### config.mk
export PLATFORM = sky130hd
export DESIGN_NAME = irq_ctrl
export DESIGN_NICKNAME = d
export VERILOG_FILES = /design/src/rtl/irq_ctrl.sv
export SDC_FILE = /design/constraint.sdc
export NUM_CORES = 1
export LEC_CHECK = 0
export CAP_MARGIN = 20
export CORE_MARGIN = 2
export CORE_UTILIZATION = 40
export DETAILED_ROUTE_END_ITERATION = 7
export GPL_ROUTABILITY_DRIVEN = 0
export PLACE_DENSITY = 0.78
export SLEW_MARGIN = 20
export SYNTH_ARGS = -nofsm -noshare
export SYNTH_HDL_FRONTEND = slang
export SYNTH_SLANG_ARGS = --single-unit
export TNS_END_PERCENT = 1
### constraint.sdc
create_clock -name clk -period 2.4 [get_ports clk]
set_input_delay 0.72 -clock clk [delete_from_list [all_inputs] [get_ports clk]]
set_output_delay 0.72 -clock clk [all_outputs]
set_load 0.02 [all_outputs]
### src/rtl/irq_ctrl.sv
// ============================================================================
// irq_ctrl : edge-capturing external interrupt controller, claim/complete
// Rev 1.0
// ============================================================================
`default_nettype none

module irq_ctrl #(
    parameter int NUM_SOURCES = 8
) (
    input  logic                   clk,
    input  logic                   reset,
    input  logic [NUM_SOURCES-1:0] irq_in,
    input  logic                   available,
    input  logic                   write,
    input  logic [1:0]             addr,
    input  logic [31:0]            write_value,
    output logic [31:0]            read_value,
    output logic                   busy,
    output logic                   fault,
    output logic                   ext_int
);

    localparam int         WD        = (NUM_SOURCES > 5) ? NUM_SOURCES : 5;
    localparam logic [1:0] A_PENDING = 2'd0;
    localparam logic [1:0] A_ENABLE  = 2'd1;
    localparam logic [1:0] A_CLAIM   = 2'd2;

    typedef enum logic [1:0] {
        IDLE        = 2'd0,
        IN_PROGRESS = 2'd1,
        DONE        = 2'd2
    } state_t;

    state_t                 r_state, w_state_nx;
    logic [NUM_SOURCES-1:0] r_sync1, r_sync2, r_sync3;
    logic [NUM_SOURCES-1:0] r_pending, r_enable;
    logic [4:0]             r_in_service;
    logic                   r_op_write;
    logic [1:0]             r_op_addr;
    logic [WD-1:0]          r_op_wdata;

    logic [NUM_SOURCES-1:0] w_claimable, w_claim_mask, w_pending_clr, w_enable_nx;
    logic [4:0]             w_claim_id, w_in_service_nx;
    logic                   w_found, w_busy_nx, w_fault_nx;
    logic [31:0]            w_read_nx;
    logic                   w_unused_wdata;

    assign w_unused_wdata = ^write_value[31:WD];

    // Lowest-index enabled pending source; scanning downward lets the lowest win.
    always_comb begin
        w_claimable  = r_pending & r_enable;
        w_found      = 1'b0;
        w_claim_id   = 5'd0;
        w_claim_mask = '0;
        for (int i = NUM_SOURCES - 1; i >= 0; i--) begin
            if (w_claimable[i]) begin
                w_found         = 1'b1;
                w_claim_id      = 5'(i + 1);
                w_claim_mask    = '0;
                w_claim_mask[i] = 1'b1;
            end
        end
    end

    always_ff @(posedge clk) begin
        if (reset) begin
            r_state <= IDLE;
        end else begin
            r_state <= w_state_nx;
        end
    end

    always_comb begin
        w_state_nx      = r_state;
        w_busy_nx       = busy;
        w_fault_nx      = 1'b0;
        w_read_nx       = read_value;
        w_enable_nx     = r_enable;
        w_in_service_nx = r_in_service;
        w_pending_clr   = '0;
        case (r_state)
            IDLE: begin
                w_busy_nx = available;
                if (available) begin
                    w_state_nx = IN_PROGRESS;
                end
            end
            IN_PROGRESS: begin
                w_busy_nx  = 1'b0;
                w_state_nx = DONE;
                w_read_nx  = 32'd0;
                case (r_op_addr)
                    A_PENDING: begin
                        if (r_op_write) begin
                            w_fault_nx = 1'b1;
                        end else begin
                            w_read_nx = 32'(r_pending);
                        end
                    end
                    A_ENABLE: begin
                        w_read_nx = 32'(r_enable);
                        if (r_op_write) begin
                            w_enable_nx = r_op_wdata[NUM_SOURCES-1:0];
                        end
                    end
                    A_CLAIM: begin
                        if (r_op_write || (r_in_service != 5'd0)) begin
                            w_fault_nx = 1'b1;
                        end else if (w_found) begin
                            w_read_nx       = 32'(w_claim_id);
                            w_pending_clr   = w_claim_mask;
                            w_in_service_nx = w_claim_id;
                        end
                    end
                    default: begin
                        if (r_op_write) begin
                            if ((r_op_wdata[4:0] == r_in_service) && (r_in_service != 5'd0)) begin
                                w_in_service_nx = 5'd0;
                            end else begin
                                w_fault_nx = 1'b1;
                            end
                        end else begin
                            w_read_nx = 32'(r_in_service);
                        end
                    end
                endcase
            end
            DONE: begin
                w_busy_nx = available;
                if (!available) begin
                    w_state_nx = IDLE;
                end
            end
            default: begin
                w_state_nx = IDLE;
                w_busy_nx  = 1'b0;
            end
        endcase
    end

    always_ff @(posedge clk) begin
        if (reset) begin
            r_sync1      <= '0;
            r_sync2      <= '0;
            r_sync3      <= '0;
            r_pending    <= '0;
            r_enable     <= '0;
            r_in_service <= 5'd0;
            r_op_write   <= 1'b0;
            r_op_addr    <= 2'd0;
            r_op_wdata   <= '0;
            read_value   <= 32'd0;
            busy         <= 1'b0;
            fault        <= 1'b0;
            ext_int      <= 1'b0;
        end else begin
            r_sync1      <= irq_in;
            r_sync2      <= r_sync1;
            r_sync3      <= r_sync2;
            // A fresh edge wins over a claim clearing the same bit.
            r_pending    <= (r_pending & ~w_pending_clr) | (r_sync2 & ~r_sync3);
            r_enable     <= w_enable_nx;
            r_in_service <= w_in_service_nx;
            read_value   <= w_read_nx;
            busy         <= w_busy_nx;
            fault        <= w_fault_nx;
            ext_int      <= (|w_claimable) & (r_in_service == 5'd0);
            if ((r_state == IDLE) && available) begin
                r_op_write <= write;
                r_op_addr  <= addr;
                r_op_wdata <= write_value[WD-1:0];
            end
        end
    end

endmodule

`default_nettype wire

==> impl_metrics.csv, run 1 <==
group,metric,value,unit
run_status,status,"completed",
cells_and_area,number_of_nets_in_the_final_layout,392,
critical_path,worstSetupStartpointType,"flip-flop",
power_and_ir_drop,pwr_density_cell,720,nW/um2
sta,maxSlewViolCount,0,
cts,clock_tree_from_tritoncts,"built",
critical_path,cp.required,2.65,ns
yosys,synth.yosys.warnings,0,
detailed_routing,routed_via_density,4.90,
sta,slew_headroom,53.1,%
critical_path,slowest_library_cell_on_the_worst_path,"sky130_fd_sc_hd__or4_4",
yosys,syn-cell-area,2870,um2
cts,clkSinkCount,68,
detailed_routing,route.detailed.drc,0,
placement,dpl-instance-area,3220,um2
critical_path,worst-setup-path-type,"reg -> reg",
detailed_routing,drt-initial-drc-count,149,
cells_and_area,fillerInstances,655,
min_path,min-delay-start,"r_sync1[6]",
floorplan,floorplan.initialDensity,41.8,%
cells_and_area,final_cell_area,3440,um2
cts,worst_setup_hold_path_clk_slew,0.08,ns
critical_path,max_stage_delay,0.60,ns
yosys,synthDominantAreaCellType,"sky130_fd_sc_hd__dfxtp_1",
yosys,avgSynthCellArea,9.24,um2
global_route,largest_net_degree_at_the_start_of_global_routing,29,
placement,detailedPlace.worstSlack,0.404,ns
sta,postLayoutSetupSlackWorst,0.381,ns
sta,final-hold-violation-count,0,
critical_path,rr_startpoint,"r_in_service[3]",
cts,cts-buffers-inserted,9,
global_route,global_route.overflow_total,0,
detailed_routing,pre_antenna_drt_iters,4,
floorplan,die-area,7880,um2
cells_and_area,final_layout_size_suffix_gt1_share,9.69,%
min_path,hold_path.class,"reg -> reg",
detailed_routing,route.final.wire_length,5.47,mm
yosys,netlist.area_leader.share,47.4,%
critical_path,cell_chain_of_the_critical_path,"or4_4 > nor3_2 > nand2_1 > a21boi_2 > mux2_2",
detailed_routing,routed-via-count,2190,
floorplan,floorplan.die.height,88.8,um
global_route,vias_in_the_first_global_route,2001,
cts,root_buffer,"sky130_fd_sc_hd__clkbuf_8",
cells_and_area,antenna_cells,0,
yosys,post_synth_edffs,0,
sta,tightestPinTransition,0.704,ns
global_route,gr_util_all_layers,15.4,%
sta,fin_tns_setup,0,ns
placement,port_buffers,32,
global_route,global_route_wire_length_before_repair,9.33,mm
global_route,antenna_violations_before_repair,0,
yosys,synth.top_cells.by_area,"sky130_fd_sc_hd__dfxtp_1 47%, sky130_fd_sc_hd__nor2b_1 7.4%, sky130_fd_sc_hd__mux2i_1 6.6%",
floorplan,design.portCount,81,
yosys,ys.flop_type,"sky130_fd_sc_hd__dfxtp_1",
cts,cts_post_setup_buffers_inserted,0,
sta,max_freq,495,MHz
critical_path,worst-endpoint-arrival,2.27,ns
critical_path,critical_path.max_fanout,5,
sta,final.period_utilization,84.1,%
cts,cts_hold_buffers,0,
sta,minimum_clock_period,2.02,ns
cts,clk_latency,0.35,ns
cts,htreeDepth,3,
sta,rsz_0062_raised_after_global_routing,"no",
job,max_cap_violations,0,
yosys,post_synth_inst_count,311,
placement,place.detailed.hpwl,3.94,mm
power_and_ir_drop,static-leakage-power,0.00137,uW
floorplan,placeableCoreArea,6870,um2
yosys,synthDistinctLibCells,39,
sta,fin_skew,0.00867,ns
power_and_ir_drop,ir_drop,390,uV
sta,setup_viol,0,
critical_path,setup.worst_path.end_class,"flip-flop",
floorplan,dieWidth,88.8,um
yosys,synth.yosys.seq_area_share,47.4,%
yosys,synth-async-reset-ratio,0,%
yosys,yosys_register_bits,68,
detailed_routing,route.antenna.remaining_nets,0,
critical_path,worst_setup_path_startpoint,"r_in_service[3]",
floorplan,floorplan.rows,30,
cts,clockBufferDepth,2,
detailed_routing,drt-wirelength-per-cell,12.2,um
cts,post_cts_resized,0,
cells_and_area,syn2layout_area_growth,19.9,%
-- critical path, delay by kind of cell, from the launching register on --
| kind | cells | cell delay [ns] |
|---|---|---|
| flops | 1 | 0.37 |
| compound gates | 1 | 0.25 |
| mux | 1 | 0.36 |
| simple gates | 3 | 0.93 |
-- area by class of cell --
class                           instances  area [um2]  area share, %
Clock buffer                            9         124           3.60
Clock inverter                          7         100           2.91
Inverter                                3        11.3          0.327
Multi-Input combinational cell        223        1350           39.0
Sequential cell                        68        1360           39.5
Tap cell                               96         120           3.49
Timing Repair Buffer                   41         383           11.1
-- flip-flops by register name (all words and copies together) (netlist names) --
| signal | count |
|---|---|
| fault | 1 |
| busy | 1 |
| r_in_service | 4 |
| r_sync1 | 8 |
| r_enable | 8 |
| r_pending | 8 |
| r_op_wdata | 8 |
| r_op_write | 1 |
| r_sync2 | 8 |
| r_state | 2 |
| r_op_addr | 2 |
| ext_int | 1 |
| r_sync3 | 8 |
| read_value | 8 |
-- metal layers --
layer  wire [um]  track usage, %
met2        2650            24.7
met3         303            5.69
met5           0               0
met1        2450            19.0
met4          71            5.79
-- logic make-up (layout without fill, tap and decap cells) --
| kind of cell | count (synthesis) | in the layout | share of synthesized area (%) |
|---|---|---|---|
| multiplexers | 21 | 21 | 7.40 |
| AO/OA/AOI/OAI | 50 | 50 | 12.2 |
| other | 1 | 24 | 0.130 |
| flip-flops | 68 | 68 | 47.4 |
| XOR/XNOR | 4 | 4 | 1.22 |
| buffers and inverters | 43 | 60 | 8.84 |
| AND/OR/NAND/NOR | 124 | 124 | 22.9 |
-- synth_stat cells (2+ instances only) --
library cell and number:
sky130_fd_sc_hd__a21oi_1 11, sky130_fd_sc_hd__a22o_1 7, sky130_fd_sc_hd__a22oi_1 9, sky130_fd_sc_hd__a31oi_1 4, sky130_fd_sc_hd__buf_2 2, sky130_fd_sc_hd__buf_4 24, sky130_fd_sc_hd__clkbuf_1 14, sky130_fd_sc_hd__dfxtp_1 68
sky130_fd_sc_hd__inv_1 3, sky130_fd_sc_hd__mux2_2 2, sky130_fd_sc_hd__mux2i_1 19, sky130_fd_sc_hd__nand2_1 13, sky130_fd_sc_hd__nand2b_1 5, sky130_fd_sc_hd__nand3_1 5, sky130_fd_sc_hd__nand4_1 6, sky130_fd_sc_hd__nor2_1 43
sky130_fd_sc_hd__nor2b_1 34, sky130_fd_sc_hd__nor3_1 6, sky130_fd_sc_hd__nor3b_1 3, sky130_fd_sc_hd__nor4_1 2, sky130_fd_sc_hd__o21ai_0 8, sky130_fd_sc_hd__o32ai_1 2, sky130_fd_sc_hd__or4_4 2, sky130_fd_sc_hd__xor2_1 4
-- cells in the final DEF, fill, tap and decap left out, types with 3 or more instances in the layout --
master / instances
sky130_fd_sc_hd__a21oi_1: 11
sky130_fd_sc_hd__nand2b_1: 5
sky130_fd_sc_hd__dfxtp_1: 68
sky130_fd_sc_hd__a31oi_1: 4
sky130_fd_sc_hd__nand2_1: 13
sky130_fd_sc_hd__clkbuf_8: 9
sky130_fd_sc_hd__o21ai_0: 8
sky130_fd_sc_hd__nor3_1: 6
sky130_fd_sc_hd__a22o_1: 7
sky130_fd_sc_hd__nand3_1: 5
sky130_fd_sc_hd__clkinvlp_4: 3
sky130_fd_sc_hd__nand4_1: 6
sky130_fd_sc_hd__nor2_1: 43
sky130_fd_sc_hd__a22oi_1: 9
sky130_fd_sc_hd__clkdlybuf4s50_1: 31
sky130_fd_sc_hd__conb_1: 24
sky130_fd_sc_hd__inv_1: 3
sky130_fd_sc_hd__nor2b_1: 34
sky130_fd_sc_hd__nor3b_1: 3
sky130_fd_sc_hd__buf_4: 9
sky130_fd_sc_hd__xor2_1: 4
sky130_fd_sc_hd__mux2i_1: 19
-- power breakdown --
part	internal (uW)	total (uW)	switching (uW)
registers	1170	1210	32.6
logic	104	237	133
clock network	589	1040	449
-- path summary, 6_finish.rpt --
path | end | slack (ns) | cells after the start
min reg2reg | r_sync2[6] | 0.44 | 1
max | r_in_service[3] | 0.38 | 5
max reg2reg | r_in_service[3] | 0.38 | 5
min | r_sync2[6] | 0.44 | 1
-- through the flow --
step                hold WS (ns)  power [uW]  cells  util, %
floorplan                  0.414        1410    334        -
global placement           0.416        1460    431     46.9
detailed placement         0.423        1470    431     46.9
CTS                        0.442        2500    447     50.1
global route               0.457        2590    447     50.1
finish                     0.438        2480    447     50.1
Power figures use the tool's default switching activity.
==> inputs of run 2 (changes only) <==
--- a/config.mk
+++ b/config.mk
@@ -10,7 +10,7 @@
 export CORE_UTILIZATION = 40
 export DETAILED_ROUTE_END_ITERATION = 7
 export GPL_ROUTABILITY_DRIVEN = 0
-export PLACE_DENSITY = 0.78
+export PLACE_DENSITY = 0.8
 export SLEW_MARGIN = 20
 export SYNTH_ARGS = -nofsm -noshare
 export SYNTH_HDL_FRONTEND = slang
==> constraint.sdc (replaced) <==
create_clock -name clk -period 1.75 [get_ports clk]
set_input_delay 0.525 -clock clk [delete_from_list [all_inputs] [get_ports clk]]
set_output_delay 0.525 -clock clk [all_outputs]
set_load 0.02 [all_outputs]
==> impl_metrics.csv, run 2 (same netlist as run 1, synthesis figures left out) <==
group,metric,value,unit
run_status,status,"finished, violations left",
run_status,violated_checks,"negative setup slack",
power_and_ir_drop,internal_power,2440,uW
critical_path,setup.worst_path.end_class,"flip-flop",
sta,setup_viol,4,
sta,rsz_0062_raised_after_global_routing,"yes",
detailed_routing,route.final.wire_length,6.28,mm
detailed_routing,route.detailed.drc,0,
cells_and_area,syn2layout_area_growth,27.5,%
global_route,global_route_wire_length_before_repair,10.4,mm
power_and_ir_drop,power_frac_seq,49.4,%
critical_path,worst-endpoint-arrival,2.10,ns
cells_and_area,layout_common_cells,"68 x sky130_fd_sc_hd__dfxtp_1, 43 x sky130_fd_sc_hd__nor2_1, 34 x sky130_fd_sc_hd__nor2b_1",
critical_path,worst-setup-path-type,"reg -> reg",
cells_and_area,multi_input_combinational_cell_area,1410,um2
sta,tightestPinTransition,0.493,ns
cts,clock_tree_from_tritoncts,"built",
cts,clockBufferDepth,2,
cells_and_area,number_of_nets_in_the_final_layout,415,
floorplan,placeableCoreArea,6870,um2
global_route,antenna_violations_before_repair,0,
detailed_routing,pre_antenna_drt_iters,4,
cells_and_area,antenna_cells,0,
placement,place.detailed.hpwl,4.58,mm
critical_path,max_stage_delay,0.58,ns
global_route,gr_util_all_layers,17.4,%
detailed_routing,drt-wirelength-per-cell,13.4,um
cells_and_area,mostFrequentLayoutCell,"sky130_fd_sc_hd__dfxtp_1",
power_and_ir_drop,static-leakage-power,0.00156,uW
min_path,hold_path.class,"reg -> reg",
power_and_ir_drop,part_of_the_total_power_dissipated_in_the_clock_network,39.9,%
sta,max_freq,542,MHz
power_and_ir_drop,ir_drop,525,uV
floorplan,floorplan.initialDensity,41.8,%
cts,cts-buffers-inserted,9,
critical_path,worstSetupStartpointType,"flip-flop",
cells_and_area,sequential_cell_area,1360,um2
floorplan,design.portCount,81,
sta,final.period_utilization,106,%
cts,root_buffer,"sky130_fd_sc_hd__clkbuf_8",
cts,clkSinkCount,68,
cts,worst_setup_hold_path_clk_slew,0.08,ns
global_route,largest_net_degree_at_the_start_of_global_routing,26,
power_and_ir_drop,netSwitchingFraction,26.7,%
sta,maxSlewViolCount,0,
sta,final-hold-violation-count,0,
cts,clk_latency,0.36,ns
placement,dpl-instance-area,3410,um2
detailed_routing,drt-initial-drc-count,217,
detailed_routing,routed_via_density,4.98,
cells_and_area,final_layout_size_suffix_gt1_share,17.9,%
job,max_cap_violations,0,
detailed_routing,routed-via-count,2342,
critical_path,slowest_library_cell_on_the_worst_path,"sky130_fd_sc_hd__or4_4",
sta,fin_tns_setup,-0.281,ns
floorplan,die-area,7880,um2
cells_and_area,fillerInstances,651,
detailed_routing,route.antenna.remaining_nets,0,
power_and_ir_drop,net-switching-power,891,uW
sta,minimum_clock_period,1.85,ns
power_and_ir_drop,gate_power_share,10.7,%
global_route,global_route.overflow_total,0,
sta,slew_headroom,66.8,%
cells_and_area,core_occupancy_in_the_finished_layout,53.4,%
sta,fin_skew,0.00587,ns
critical_path,critical_path.max_fanout,4,
placement,port_buffers,32,
floorplan,floorplan.rows,30,
power_and_ir_drop,pwr_density_cell,910,nW/um2
cts,htreeDepth,3,
sta,postLayoutSetupSlackWorst,-0.0964,ns
critical_path,cp.required,2.00,ns
floorplan,dieWidth,88.8,um
critical_path,cell_chain_of_the_critical_path,"or4_4 > nor3_4 > nand2_2 > a21boi_4 > mux2_2",
floorplan,floorplan.die.height,88.8,um
global_route,vias_in_the_first_global_route,2193,
cells_and_area,final_cell_area,3660,um2
-- run 2: area by class of cell --
| type | instances | area share, % |
|---|---|---|
| Multi-Input combinational cell | 223 | 38.4 |
| Sequential cell | 68 | 37.1 |
| Timing Repair Buffer | 64 | 15.2 |
| Clock buffer | 9 | 3.38 |
| Tap cell | 96 | 3.28 |
| Clock inverter | 7 | 2.29 |
| Inverter | 3 | 0.307 |
-- run 2: path summary, 6_finish.rpt --
check / startpoint / slack, ns / end / depth (start not counted)
max: r_in_service[2] / -0.1 / r_in_service[3] / 5
min: r_sync1[3] / 0.44 / r_sync2[3] / 1
min reg2reg: r_sync1[3] / 0.44 / r_sync2[3] / 1
max reg2reg: r_in_service[2] / -0.1 / r_in_service[3] / 5
-- run 2: power groups by stage --
stage	clock network, uW	logic (uW)	registers, uW
global placement	0	345	1680
floorplan	0	256	1680
detailed placement	0	353	1680
CTS	1370	348	1650
finish	1330	355	1650
global route	1420	394	1650
-- run 2: metal layers --
metal  vias up  share of wire [%]  GRT usage, %
li1       1150                  -             -
met1      1090                 42          19.9
met2        85                 48          28.8
met3        17                6.5          5.78
met4         0                3.2          8.82
met5         -                  0             0
-- run 2: through the flow --
| step | power [uW] | setup WS, ns | cells | hold WS (ns) |
|---|---|---|---|---|
| floorplan | 1940 | -0.0652 | 334 | 0.414 |
| global placement | 2030 | -0.0837 | 454 | 0.417 |
| detailed placement | 2040 | -0.116 | 454 | 0.427 |
| CTS | 3360 | -0.0769 | 470 | 0.447 |
| global route | 3470 | -0.200 | 470 | 0.459 |
| finish | 3330 | -0.0964 | 470 | 0.443 |
-- run 2: repair_timing --
action | 4_1_cts | 5_1_grt
hold buffers | 0 | 0
endpoints found under the setup margin | 16 | 14
setup buffers | 0 | 0
resized for setup | 14 | 10
pin swaps | 1 | 13
-- run 2: critical path, delay by kind of cell, from the launching register on --
kind / cells / cell delay, ns
AND/OR/NAND/NOR: 3 / 0.87
flip-flops: 1 / 0.32
AO/OA/AOI/OAI: 1 / 0.20
multiplexers: 1 / 0.35
